--- src/rtl/alu_pkg.sv ---
// alu_pkg: funct codes, FSM state encoding and R-type field layout for alu_issue_ctrl
package alu_pkg;
  localparam logic [5:0] FN_AND = 6'b100100;
  localparam logic [5:0] FN_OR  = 6'b100101;
  localparam logic [5:0] FN_ADD = 6'b100000;
  localparam logic [5:0] FN_SUB = 6'b100010;
  localparam logic [5:0] FN_SLT = 6'b101010;
  localparam int OP_LSB = 26;
  localparam int RS_LSB = 21;
  localparam int RT_LSB = 16;
  localparam int RD_LSB = 11;
  localparam int FN_LSB = 0;
  typedef enum logic [1:0] {IDLE, EXEC, WB} state_t;
  function automatic logic legal(input logic [31:0] w);
    logic [5:0] f;
    f = w[FN_LSB +: 6];
    return w[OP_LSB +: 6] == 6'd0 &&
           (f == FN_AND || f == FN_OR || f == FN_ADD || f == FN_SUB || f == FN_SLT);
  endfunction
endpackage

--- src/rtl/alu_issue_ctrl_if.sv ---
// alu_issue_ctrl_if: instruction handshake, ALU drive/return and completion signals; err exists only with ALU_ISSUE_TRAP_EN
interface alu_issue_ctrl_if;
  logic        instr_valid, instr_ready, done;
  logic [31:0] instr, alu_a, alu_b, alu_result, done_data;
  logic [5:0]  alu_funct;
  logic [4:0]  done_rd;
`ifdef ALU_ISSUE_TRAP_EN
  logic        err;
  modport slave (input instr_valid, instr, alu_result,
                 output instr_ready, alu_a, alu_b, alu_funct, done, done_rd, done_data, err);
  modport master (output instr_valid, instr, alu_result,
                  input instr_ready, alu_a, alu_b, alu_funct, done, done_rd, done_data, err);
`else
  modport slave (input instr_valid, instr, alu_result,
                 output instr_ready, alu_a, alu_b, alu_funct, done, done_rd, done_data);
  modport master (output instr_valid, instr, alu_result,
                  input instr_ready, alu_a, alu_b, alu_funct, done, done_rd, done_data);
`endif
endinterface

--- src/rtl/alu_regfile.sv ---
// alu_regfile: 32x32 register file, r0 hardwired to zero, two operand reads, one debug read, one write port
module alu_regfile #(
  parameter int NUM_REGS = 32
) (
  input  logic        clk,
  input  logic        rst_n,
  input  logic        we,
  input  logic [4:0]  waddr,
  input  logic [31:0] wdata,
  input  logic [4:0]  ra,
  input  logic [4:0]  rb,
  input  logic [4:0]  rdbg,
  output logic [31:0] a,
  output logic [31:0] b,
  output logic [31:0] dbg
);
  logic [31:0] regs [NUM_REGS];
  always_ff @(posedge clk or negedge rst_n)
    if (!rst_n) begin
      for (int i = 0; i < NUM_REGS; i++) regs[i] <= '0;
    end else if (we && waddr != 5'd0) begin
      regs[waddr] <= wdata;
    end
  assign a   = ra   == 5'd0 ? '0 : regs[ra];
  assign b   = rb   == 5'd0 ? '0 : regs[rb];
  assign dbg = rdbg == 5'd0 ? '0 : regs[rdbg];
endmodule

--- src/rtl/alu_issue_ctrl.sv ---
// alu_issue_ctrl: IDLE->EXEC->WB issue controller for R-type ALU ops; define ALU_ISSUE_TRAP_EN to trap illegal words
module alu_issue_ctrl
  import alu_pkg::*;
#(
  parameter int NUM_REGS = 32
) (
  input  logic               clk,
  input  logic               rst_n,
  alu_issue_ctrl_if.slave    bus,
  input  logic               pre_we,
  input  logic [4:0]         pre_waddr,
  input  logic [31:0]        pre_wdata,
  input  logic [4:0]         dbg_raddr,
  output logic [31:0]        dbg_rdata
);
  state_t      state;
  logic [31:0] instr_q, res_q, ra_data, rb_data, wdata;
  logic [4:0]  rd, waddr;
  logic        trap, trap_q, exec, wb, we, accept, unused_bits;
  assign rd     = instr_q[RD_LSB +: 5];
  assign exec   = state == EXEC;
  assign wb     = state == WB;
  assign accept = bus.instr_valid && bus.instr_ready;
`ifdef ALU_ISSUE_TRAP_EN
  assign trap        = !legal(instr_q);
  assign bus.err     = wb && trap_q;
  assign unused_bits = ^instr_q[10:6];
`else
  assign trap        = 1'b0;
  assign unused_bits = ^{instr_q[31:26], instr_q[10:6]};
`endif
  assign bus.instr_ready = state == IDLE && rst_n;
  assign bus.alu_a       = exec ? ra_data : '0;
  assign bus.alu_b       = exec ? rb_data : '0;
  assign bus.alu_funct   = exec ? instr_q[FN_LSB +: 6] : '0;
  assign bus.done        = wb;
  assign bus.done_rd     = wb ? rd : '0;
  assign bus.done_data   = wb && !trap_q ? res_q : '0;
  // writeback owns the write port in WB; preload only lands while idle
  assign we    = wb ? !trap_q && rd != 5'd0 : state == IDLE && pre_we;
  assign waddr = wb ? rd : pre_waddr;
  assign wdata = wb ? res_q : pre_wdata;
  always_ff @(posedge clk or negedge rst_n)
    if (!rst_n) begin
      state   <= IDLE;
      instr_q <= '0;
      res_q   <= '0;
      trap_q  <= 1'b0;
    end else begin
      state <= state == IDLE ? (accept ? EXEC : IDLE) : exec ? WB : IDLE;
      if (accept) instr_q <= bus.instr;
      if (exec) begin
        res_q  <= bus.alu_result;
        trap_q <= trap;
      end
    end
  alu_regfile #(.NUM_REGS(NUM_REGS)) u_regs (
    .clk   (clk),
    .rst_n (rst_n),
    .we    (we),
    .waddr (waddr),
    .wdata (wdata),
    .ra    (instr_q[RS_LSB +: 5]),
    .rb    (instr_q[RT_LSB +: 5]),
    .rdbg  (dbg_raddr),
    .a     (ra_data),
    .b     (rb_data),
    .dbg   (dbg_rdata)
  );
endmodule

--- src/flat_wrapper.sv ---
// flat-port wrapper written by rule: the top's interface ports become plain ports
module alu_issue_ctrl_flat import alu_pkg::*;
#(
  parameter int NUM_REGS = 32
)
  (clk, rst_n, pre_we, pre_waddr, pre_wdata, dbg_raddr, dbg_rdata, bus_instr_valid, bus_instr, bus_alu_result, bus_instr_ready, bus_alu_a, bus_alu_b, bus_alu_funct, bus_done, bus_done_rd, bus_done_data);
  alu_issue_ctrl_if bus_i ();
  input  logic clk;
  input  logic rst_n;
  input  logic pre_we;
  input  logic [4:0] pre_waddr;
  input  logic [31:0] pre_wdata;
  input  logic [4:0] dbg_raddr;
  output logic [31:0] dbg_rdata;
  input wire logic [$bits(bus_i.instr_valid)-1:0] bus_instr_valid;
  input wire logic [$bits(bus_i.instr)-1:0] bus_instr;
  input wire logic [$bits(bus_i.alu_result)-1:0] bus_alu_result;
  output wire logic [$bits(bus_i.instr_ready)-1:0] bus_instr_ready;
  output wire logic [$bits(bus_i.alu_a)-1:0] bus_alu_a;
  output wire logic [$bits(bus_i.alu_b)-1:0] bus_alu_b;
  output wire logic [$bits(bus_i.alu_funct)-1:0] bus_alu_funct;
  output wire logic [$bits(bus_i.done)-1:0] bus_done;
  output wire logic [$bits(bus_i.done_rd)-1:0] bus_done_rd;
  output wire logic [$bits(bus_i.done_data)-1:0] bus_done_data;
  assign bus_i.instr_valid = bus_instr_valid;
  assign bus_i.instr = bus_instr;
  assign bus_i.alu_result = bus_alu_result;
  assign bus_instr_ready = bus_i.instr_ready;
  assign bus_alu_a = bus_i.alu_a;
  assign bus_alu_b = bus_i.alu_b;
  assign bus_alu_funct = bus_i.alu_funct;
  assign bus_done = bus_i.done;
  assign bus_done_rd = bus_i.done_rd;
  assign bus_done_data = bus_i.done_data;
  alu_issue_ctrl #(.NUM_REGS(NUM_REGS)) u_core (.clk(clk), .rst_n(rst_n), .bus(bus_i), .pre_we(pre_we), .pre_waddr(pre_waddr), .pre_wdata(pre_wdata), .dbg_raddr(dbg_raddr), .dbg_rdata(dbg_rdata));
endmodule
--- config.mk ---
export PLATFORM = sky130hd
export DESIGN_NAME = alu_issue_ctrl_flat
export DESIGN_NICKNAME = d
export VERILOG_FILES = /design/src/rtl/alu_pkg.sv /design/src/rtl/alu_issue_ctrl_if.sv /design/src/rtl/alu_regfile.sv /design/src/rtl/alu_issue_ctrl.sv /design/src/flat_wrapper.sv
export SDC_FILE = /design/constraint.sdc
export NUM_CORES = 2
export LEC_CHECK = 0
export CAP_MARGIN = 20
export CORE_ASPECT_RATIO = 1.2
export CORE_MARGIN = 10
export CORE_UTILIZATION = 56
export DETAILED_ROUTE_END_ITERATION = 8
export PLACE_DENSITY = 0.77
export SYNTH_ARGS = -nofsm -noshare
export SYNTH_HDL_FRONTEND = slang
export SYNTH_SLANG_ARGS = --single-unit
--- constraint.sdc ---
create_clock -name clk -period 2.6 [get_ports clk]
set_input_delay 0.52 -clock clk [delete_from_list [all_inputs] [get_ports clk]]
set_output_delay 0.52 -clock clk [all_outputs]
set_load 0.05 [all_outputs]
==> summary.txt <==
Synthesis
  – Post-synth EDFFs: 0
  – Post-synth ARST share: 1.00
  – Mapped cell area: 0.0636 sq mm
  – Yosys reg bits: 1079
  – Synth cell types: 53
  – Synth warn: 0
  – Synth top area cells: dfrtp_1 (42%), mux4_2 (27%), o21ai_0 (6.2%), mux2i_1 (5.4%), nand2_1 (4.8%)
  – Synth top area share: 0.425
  – Dominant cell type by area after synthesis: dfrtp_1
  – Top_reg_cell synth: dfrtp_1
  – Synth Instances: 5111
  – Mean Syn Cell Area: 12.4 sq um
  – Seq/Total Area, Yosys: 0.425
  – Top-count cell post-synth: dfrtp_1
  – Commonest cells post-synth: dfrtp_1 (1079), nand2_1 (808), o21ai_0 (791)
  – Synthesized net count: 5221

Setup path
  – Max FO, Critical Path: 6
  – Crit path buf inv count: 5
  – Worst R2R Path Depth: 11
  – Levels on crit path: 9
  – Critical path endpoint category: primary output
  – Critical Path Most Common Cell: buf_12
  – Worst-path cell chain: buf_12 -> buf_12 -> buf_16 -> buf_12 -> mux4_2 -> mux2i_2 -> o22a_1 -> o221ai_2 -> buf_6
  – CP Data Required Time: 2080 ps
  – Crit-path max cell delay: 500 ps
  – Reg2reg start: u_core.state[0]
  – R2R Setup Slk: -80 ps
  – Crit-path slowest cell: dfrtp_4
  – Worst setup path start: u_core.instr_q[21]
  – Critical path class: flip-flop to primary output
  – Reg2Reg Capture Point: u_core.u_regs.regs[233]
  – Arrival time worst endpoint: 3240 ps
  – Delay-heaviest family, CP: buffers and inverters
  – Crit path launch type: flip-flop

Timing
  – Worst-margin pin slew: 1080 ps
  – Pins Over Slew Limit: 0
  – Unrepaired setup endpoints after global routing: true
  – Max Clk Rate: 266 MHz
  – Crit path time final: 3760 ps
  – Fin crit share: 1.45
  – Final setup violation count: 133
  – Clock skew: 32.9 ps
  – Worst slew margin: 0.280
  – Final Hold Fails: 0
  – Setup ws final: -1160 ps

Clock tree
  – Root buffer cell: clkbuf_16
  – CTS Buffer Depth: 3
  – H-tree Lvls: 3
  – Worst-path clk slew: 70 ps
  – Sink Count: 1079
  – Skew-Pair Late Insertion Delay: 790 ps
  – CTS Buf Count: 108
  – CTS tree: done

Hold path
  – Sink of the worst hold path: u_core.res_q[16]
  – Hold Path Stages: 3
  – Hold Path Class: input pin to flip-flop
  – Hold_sp: bus_alu_result[16]

Place
  – Post-DP HPWL: 152000 microns
  – Placer Congestion: 0.942
  – DP Area: 0.0736 sq mm
  – IO Port Bufs: 239

Finish
  – Area Growth Syn to Fin: 30.4%
  – Fin area: 0.0830 sq mm
  – Total Nets Final: 5881
  – Fill count: 6406
  – Fraction of layout cells with a size suffix above 1: 0.432

Drt
  – DR WL/cell: 36.0 microns
  – 1st-iter DRT viols: 9754
  – WL final: 266000 microns
  – Post-DRT Antenna Nets: 0
  – Vias per cell: 7.71
  – TritonRoute pass-1 iters: 9
  – Vias: 56800
  – Post-route DRC: 21

Die
  – Initial Util: 0.564
  – Ports: 251
  – Die Span Y: 389 microns
  – Die area: 0.128 sq mm
  – Chip width: 328 microns
  – Core area: 0.113 sq mm
  – Rows: 135

Power
  – Cell Pwr Density: 912 mW/mm^2
  – Total Power: 75.6 mW
  – P_leak: 35.5 nW
  – VDD IR max: 0.699 mV

Job
  – Max-cap violations: 0

Outcome
  – Status: finished with violations
  – Failing checks: DRC, setup timing

GRT
  – Global-route wire length before repair: 370000 microns
  – Initial antenna violation count: 7
  – Gr ovfl total: 0
  – Total track usage: 0.390
  – Largest net degree at the start of global routing: 174
  – Vias in the first global route: 56800
==> cell families (layout without fill, tap and decap cells) <==
group / Yosys count / in the layout / synth area share
and+or+nand+nor: 948 / 948 / 0.0614
buffers and inverters: 570 / 1321 / 0.0374
DFF: 1079 / 1079 / 0.425
AOI/OAI and AO/OA: 1142 / 1142 / 0.104
muxes: 1372 / 1372 / 0.373
other: 0 / 7 / 0
==> flip-flops by register name (all words and copies together), names as in the netlist <==
signal	cells
u_core.u_regs.regs	1024
u_core.instr_q	21
u_core.state	2
u_core.res_q	32
==> where the power goes <==
part	switching [mW]	internal [mW]
logic	14.5	16.6
registers	5.52	21.7
clock network	7.46	9.81
==> metal layers <==
layer  part of all wire  GRT usage
met5            0.00031          0
met4               0.10      0.301
met3               0.16      0.165
met2               0.43      0.569
met1               0.30      0.453
==> placed cells by master, fill, tap and decap left out, drive strengths merged, types with 6 or more instances in the layout <==
master / n
a221oi: 53
inv: 11
or4: 6
clkinv: 26
buf: 1011
dfrtp: 1079
nor2: 47
bufinv: 16
and2: 45
clkinvlp: 7
nand2: 808
nand4: 15
clkdlybuf4s50: 92
a21o: 53
o221ai: 64
diode: 7
mux4: 768
o22a: 64
o21ai: 843
mux2i: 345
clkbuf: 153
mux2: 259
a21oi: 55
==> worst max-delay path by stage <==
stage	endpoint	slack [ps]
after floorplan	bus_alu_b[26]	-270
after global placement	dbg_rdata[14]	-640
after detailed placement	dbg_rdata[13]	-590
after CTS	bus_alu_b[0]	-960
after global routing	bus_alu_a[7]	-1110
final	bus_alu_a[7]	-1160
==> metrics by stage <==
step | hold slack (ps) | utilization | TNS, ps | setup WS, ps | cells
2_1_floorplan | 224 | - | -8440 | -269 | 5111
4_1_cts | 268 | 0.720 | -73720 | -959 | 7263
3_5_place_dp | 403 | 0.652 | -103730 | -586 | 6806
6_report | 261 | 0.735 | -80530 | -1160 | 7376
5_1_grt | 279 | 0.735 | -86800 | -1110 | 7369
3_3_place_gp | 394 | 0.652 | -97400 | -640 | 6806
==> timing repair <==
item                       in CTS  in global routing
setup buffers                 236                111
cloned                         24                  7
hold endpoints to repair      193                  0
pin swaps                      83                 41
hold buffers                    1                  0
setup endpoints to repair     163                315
gates resized for setup       302                187
==> area by class of cell <==
class,count,area [sq um],share of cell area
Multi-Input combinational cell,3462,36600,0.441
Sequential cell,1079,27000,0.326
Timing Repair Buffer,1115,13600,0.164
Clock buffer,146,3040,0.0366
Tap cell,1507,1890,0.0227
Clock inverter,55,753,0.00908
Inverter,5,33.8,0.000407
Antenna cell,7,17.5,0.000211
==> worst min-delay path: stages <==
cell,delay [ps]
clkdlybuf4s50_1,390
nand2_1,60
nand2_1,40
(Power assumes the default switching activity.)
